===== config.mk =====
export PLATFORM = sky130hd
export DESIGN_NAME = deserializer_unit_cell_16
export DESIGN_NICKNAME = d
export VERILOG_FILES = /design/src/rtl/deserializer_unit_cell_16.sv
export SDC_FILE = /design/constraint.sdc
export NUM_CORES = 1
export LEC_CHECK = 0
export CAP_MARGIN = 10
export CELL_PAD_IN_SITES_DETAIL_PLACEMENT = 1
export CELL_PAD_IN_SITES_GLOBAL_PLACEMENT = 2
export CORE_MARGIN = 5
export CORE_UTILIZATION = 41
export CTS_BUF_LIST = sky130_fd_sc_hd__clkbuf_8
export DETAILED_ROUTE_END_ITERATION = 8
export PLACE_DENSITY = 0.95
export SETUP_SLACK_MARGIN = 0.1
export SLEW_MARGIN = 30
export SYNTH_ARGS = -nofsm -noshare
export SYNTH_HDL_FRONTEND = slang
export SYNTH_SLANG_ARGS = --single-unit

===== constraint.sdc =====
create_clock -name CLK -period 3.4 [get_ports CLK]
set_clock_uncertainty 0.2 [all_clocks]
set_input_delay 0.68 -clock CLK [delete_from_list [all_inputs] [get_ports CLK]]
set_output_delay 0.68 -clock CLK [all_outputs]
set_load 0.1 [all_outputs]

===== src/rtl/deserializer_unit_cell_16.sv =====
// deserializer_unit_cell_16
//   Receive-side 16-bit deserializer. Samples SERIAL_IN once per CLK. A frame
//   starts on FRAME_SYNC and ends after 16 bits, when the word is presented on
//   PAR_OUT together with a one-cycle PAR_VALID strobe.
//
// Parameters
//   CONTINUOUS : 1 = after a completed frame, the next bit starts a new frame
//                without needing FRAME_SYNC.
//   MSB_FIRST  : 1 = first received bit lands in PAR_OUT[15];
//                0 = first received bit lands in PAR_OUT[0].
// Ports
//   CLK        in   clock, rising edge
//   RESET      in   asynchronous, active-high
//   SERIAL_IN  in   serial data bit
//   FRAME_SYNC in   high while bit 0 of a frame is on SERIAL_IN
//   PAR_OUT    out  16  last completed word (held until the next word)
//   PAR_VALID  out  one-cycle pulse when PAR_OUT is updated
//   FRAME_ERR  out  one-cycle pulse when a mid-frame sync drops a partial frame
//   COUNT      out  5   bits captured in the current frame, 0 when idle
//   BUSY       out  high while a frame is in progress
module deserializer_unit_cell_16 #(
  parameter bit CONTINUOUS = 1'b0,
  parameter bit MSB_FIRST  = 1'b1
) (
  input  logic        CLK,
  input  logic        RESET,
  input  logic        SERIAL_IN,
  input  logic        FRAME_SYNC,
  output logic [15:0] PAR_OUT,
  output logic        PAR_VALID,
  output logic        FRAME_ERR,
  output logic [4:0]  COUNT,
  output logic        BUSY
);

  typedef enum logic {IDLE, SHIFT} state_t;

  state_t      state_q, state_d;
  logic [4:0]  count_q, count_d;
  logic [15:0] shreg_q, shreg_d;
  logic [15:0] par_q, par_d;
  logic        valid_q, valid_d;
  logic        err_q, err_d;

  // MSB-first shifts left with the new bit into the LSB, so after 16 bits the
  // first bit sits in [15]. LSB-first is the mirror image.
  function automatic logic [15:0] shift_in(input logic [15:0] cur, input logic b);
    return MSB_FIRST ? {cur[14:0], b} : {b, cur[15:1]};
  endfunction

  always_comb begin
    state_d = state_q;
    count_d = count_q;
    shreg_d = shreg_q;
    par_d   = par_q;
    valid_d = 1'b0;
    err_d   = 1'b0;
    case (state_q)
      IDLE: begin
        if (FRAME_SYNC) begin
          shreg_d = shift_in(16'h0000, SERIAL_IN);
          count_d = 5'd1;
          state_d = SHIFT;
        end
      end
      SHIFT: begin
        if (FRAME_SYNC && count_q != 5'd0) begin
          // Sync inside a frame (including at bit 15): drop the partial word
          // and restart with this bit as bit 0.
          err_d   = 1'b1;
          shreg_d = shift_in(16'h0000, SERIAL_IN);
          count_d = 5'd1;
        end else if (count_q == 5'd0) begin
          // Only reachable in continuous mode: frame boundary, sync optional.
          shreg_d = shift_in(16'h0000, SERIAL_IN);
          count_d = 5'd1;
        end else if (count_q == 5'd15) begin
          shreg_d = shift_in(shreg_q, SERIAL_IN);
          par_d   = shreg_d;
          valid_d = 1'b1;
          count_d = 5'd0;
          state_d = CONTINUOUS ? SHIFT : IDLE;
        end else begin
          shreg_d = shift_in(shreg_q, SERIAL_IN);
          count_d = count_q + 5'd1;
        end
      end
      default: state_d = IDLE;
    endcase
  end

  always_ff @(posedge CLK or posedge RESET) begin
    if (RESET) begin
      state_q <= IDLE;
      count_q <= 5'd0;
      shreg_q <= 16'h0000;
      par_q   <= 16'h0000;
      valid_q <= 1'b0;
      err_q   <= 1'b0;
    end else begin
      state_q <= state_d;
      count_q <= count_d;
      shreg_q <= shreg_d;
      par_q   <= par_d;
      valid_q <= valid_d;
      err_q   <= err_d;
    end
  end

  assign PAR_OUT   = par_q;
  assign PAR_VALID = valid_q;
  assign FRAME_ERR = err_q;
  assign COUNT     = count_q;
  assign BUSY      = (state_q == SHIFT);

endmodule


==> summary.md <==
| Metric | Value |
|---|---|
| Result of the run | `completed` |
| Row Count | `22` |
| Dpl ws | `~0.85 ns` |
| Highest attainable clock frequency | `between 400 and 500 MHz` |
| DP Wirelength | `2360 µm` |
| Setup slack after layout | `1.15 ns` |
| TritonCTS clock tree | `done` |
| Die Ht | `between 70 and 80 µm` |
| Synth warn | `0` |
| Critical path cell sequence | `clkdlybuf4s50_1 > nor2_1 > buf_4 > a22o_1` |
| Met1 Routed Length | `approximately 1500 µm` |
| Average wire length per cell after detail routing | `between 15 and 20 µm` |
| Top library cells by usage in the layout, fill and taps aside | `39 x dfrtp_1, 29 x buf_4, 15 x a22o_1, 9 x mux2_2, 8 x mux2_4` |
| Number of enable-type register cells in the synthesized netlist | `0` |
| CP max-delay cell | `nor2_1` |
| #FFs+latches synth | `39` |
| Cell count after placement | `around 180` |
| Static Leak | `around 1.0 nW` |
| Initial antenna violation count | `0` |
| Final count of negative-setup-slack endpoints | `0` |
| Via density per instance | `5.34` |
| First-pass GRT wire length | `about 6100 µm` |
| Most common cell after layout, fill and taps aside | `dfrtp_1` |
| # hold bufs at CTS | `0` |
| Synth top area share | `just over 60%` |
| Highest signal layer in the routed design | `met4` |
| Capturing element type of the critical path | `register` |
| IO Pins | `28` |
| Synth Instances | `101` |
| Synth Area per Inst | `between 15 and 20 µm²` |
| Number of fill cells in the layout | `roughly 360` |
| Biggest area consumer among synthesized cells | `dfrtp_1` |
| Max-capacitance violation count | `0` |
| Die extent in x | `71.8 µm` |
| Number of nets in the synthesized netlist | `between 100 and 150` |
| Total inserted antenna cells | `0` |
| H-tree depth | `2` |
| Maximum clock path buffer count | `2` |
| Final count of pins violating max slew | `0` |
| Final design area excluding fillers | `between 0.0015 and 0.002 mm²` |
| Worst Setup Path Type | `primary input to register` |
| Final Util | `around 53%` |
| Metal3 WL | `about 180 µm` |
| Summed negative setup slack over all endpoints | `0 ns` |
| Max-slew headroom at the worst pin | `about 51%` |
| Element type at the critical path start | `primary input` |
| Required time reported for the critical path endpoint | `3.43 ns` |
| Final worst path period need | `between 2 and 2.5 ns` |
| Peak per-stage delay on the critical path | `~0.62 ns` |
| Pwr Total | `~1.2 mW` |
| Post-CTS Setup Inserts | `0` |
| Post-synth design cell area | `between 0.0015 and 0.002 mm²` |
| Setup repair after global routing missed its margin | `false` |
| Storage element area | `approximately 1000 µm²` |
| Largest cells by area after synthesis | `dfrtp_1 62%, a22o_1 8.4%, mux2_4 7.7%` |
| Worst-case hold slack | `0.315 ns` |
| Port buffer count | `27` |
| Maximum resistive drop on vdd | `between 0.3 and 0.4 mV` |
| Arrival time reported for the critical path endpoint | `2.28 ns` |
| Worst R2R Setup Slack | `1.42 ns` |
| Core Area | `0.00369 mm²` |
| Total number of vias | `between 900 and 1000` |
| Clk Latency, worst-skew pair | `about 0.29 ns` |
| Count of nets left with antenna violations after detail routing | `0` |
| WL met2 | `about 1700 µm` |
| Count of final hold-check violations | `0` |
| Final routed wirelength across all metal layers | `about 3500 µm` |
| TritonCTS Buffers | `5` |
| Starting density of the core | `about 42%` |
| Number of remaining DRC errors | `0` |
| Post-route non-filler standard cell count | `~190` |
| Routability congestion estimate | `about 0.8` |
| Synth-to-Final Area Change | `25.6%` |
| Cell area after placement | `0.00185 mm²` |
| Net count reported at finish | `roughly 140` |
| Slew at the pin closest to its max-slew limit | `0.737 ns` |
| Period utilization | `between 60% and 70%` |
| Async set-or-reset flop fraction in the synthesized netlist | `100%` |
| Drt initial violations | `27` |
| Largest fanout of any net on the critical path | `11` |
| Class of the tightest hold or removal check | `register to register` |
| Maximum number of pins on one net before global-route repair | `40` |
| Share of synthesized area occupied by flip-flops and latches | `between 60% and 70%` |
| Die outline area | `roughly 0.0052 mm²` |
| Via count of the first global-routing pass | `around 1100` |
| Clock root buffer master | `clkbuf_8` |
| Clock Pin Slew Worst Setup and Hold Paths | `approximately 0.080 ns` |
| Total power per unit cell area | `~590 mW/mm²` |
| Most common flop cell mapped by yosys | `dfrtp_1` |
| Gates resized, CTS repair | `0` |
| Total area of multi-input combinational cells | `between 500 and 600 µm²` |
| Number of iterations in the first detailed-routing pass | `4` |
| Fraction of layout cells with a size suffix above 1 | `41.3%` |
| Synth cell types | `26` |
| All-Layer GR Usage | `between 10% and 20%` |
| # clock sinks | `39` |
| Residual overflow from global routing | `0` |
==> worst max-delay path: cells and delay by family <==
family | cells | cell delay [ns]
and+or+nand+nor | 1 | 0.62
buffers and inverters | 2 | 0.81
AOI/OAI and AO/OA | 1 | 0.16
==> kinds of logic (layout without fill, tap and decap cells) <==
family	count (synthesis)	after routing	synth area share (%)
and+or+nand+nor	17	17	8.95
adders and majority gates	2	2	1.60
DFF	39	39	62.3
muxes	17	17	14.1
buffers and inverters	6	43	2.24
AOI/OAI and AO/OA	20	20	10.8
==> synth_stat cells, types with 2 or more instances <==
cell type	count
a22o_1	15
nand2_1	2
dfrtp_1	39
nand3_1	2
ha_1	2
mux2_4	8
nor2_1	4
mux2_2	9
inv_1	3
==> registers in the layout, summed over array words and instances (netlist names) <==
register   cells
BUSY           1
COUNT          5
FRAME_ERR      1
PAR_VALID      1
PAR_OUT       16
shreg_q       15
==> layer usage <==
metal	track usage (%)	vias to the layer above
met2	23.9	24
li1	-	445
met3	5.75	6
met5	0	-
met1	19.5	519
met4	5.64	0
==> final timing paths <==
path | start | end | depth (start not counted)
setup / recovery | FRAME_SYNC | shreg_q[14] | 4
hold / removal | PAR_OUT[9] | PAR_OUT[9] | 1
setup reg to reg | COUNT[1] | PAR_OUT[13] | 5
hold reg to reg | PAR_OUT[9] | PAR_OUT[9] | 1
max in group asynchronous | RESET | shreg_q[14] | 3
min in group asynchronous | RESET | shreg_q[11] | 3
==> final cells by class <==
class	count	area share (%)
Clock inverter	2	1.78
Timing Repair Buffer	32	12.6
Sequential cell	39	49.6
Clock buffer	6	4.20
Tap cell	48	3.05
Multi-Input combinational cell	56	28.2
Inverter	3	0.572
==> power by group <==
group	switching (mW)	internal, mW
Combinational	0.175	0.0617
Clock	0.168	0.238
Sequential	0.0298	0.483
Note: power is estimated with default switching activity, not from simulation.
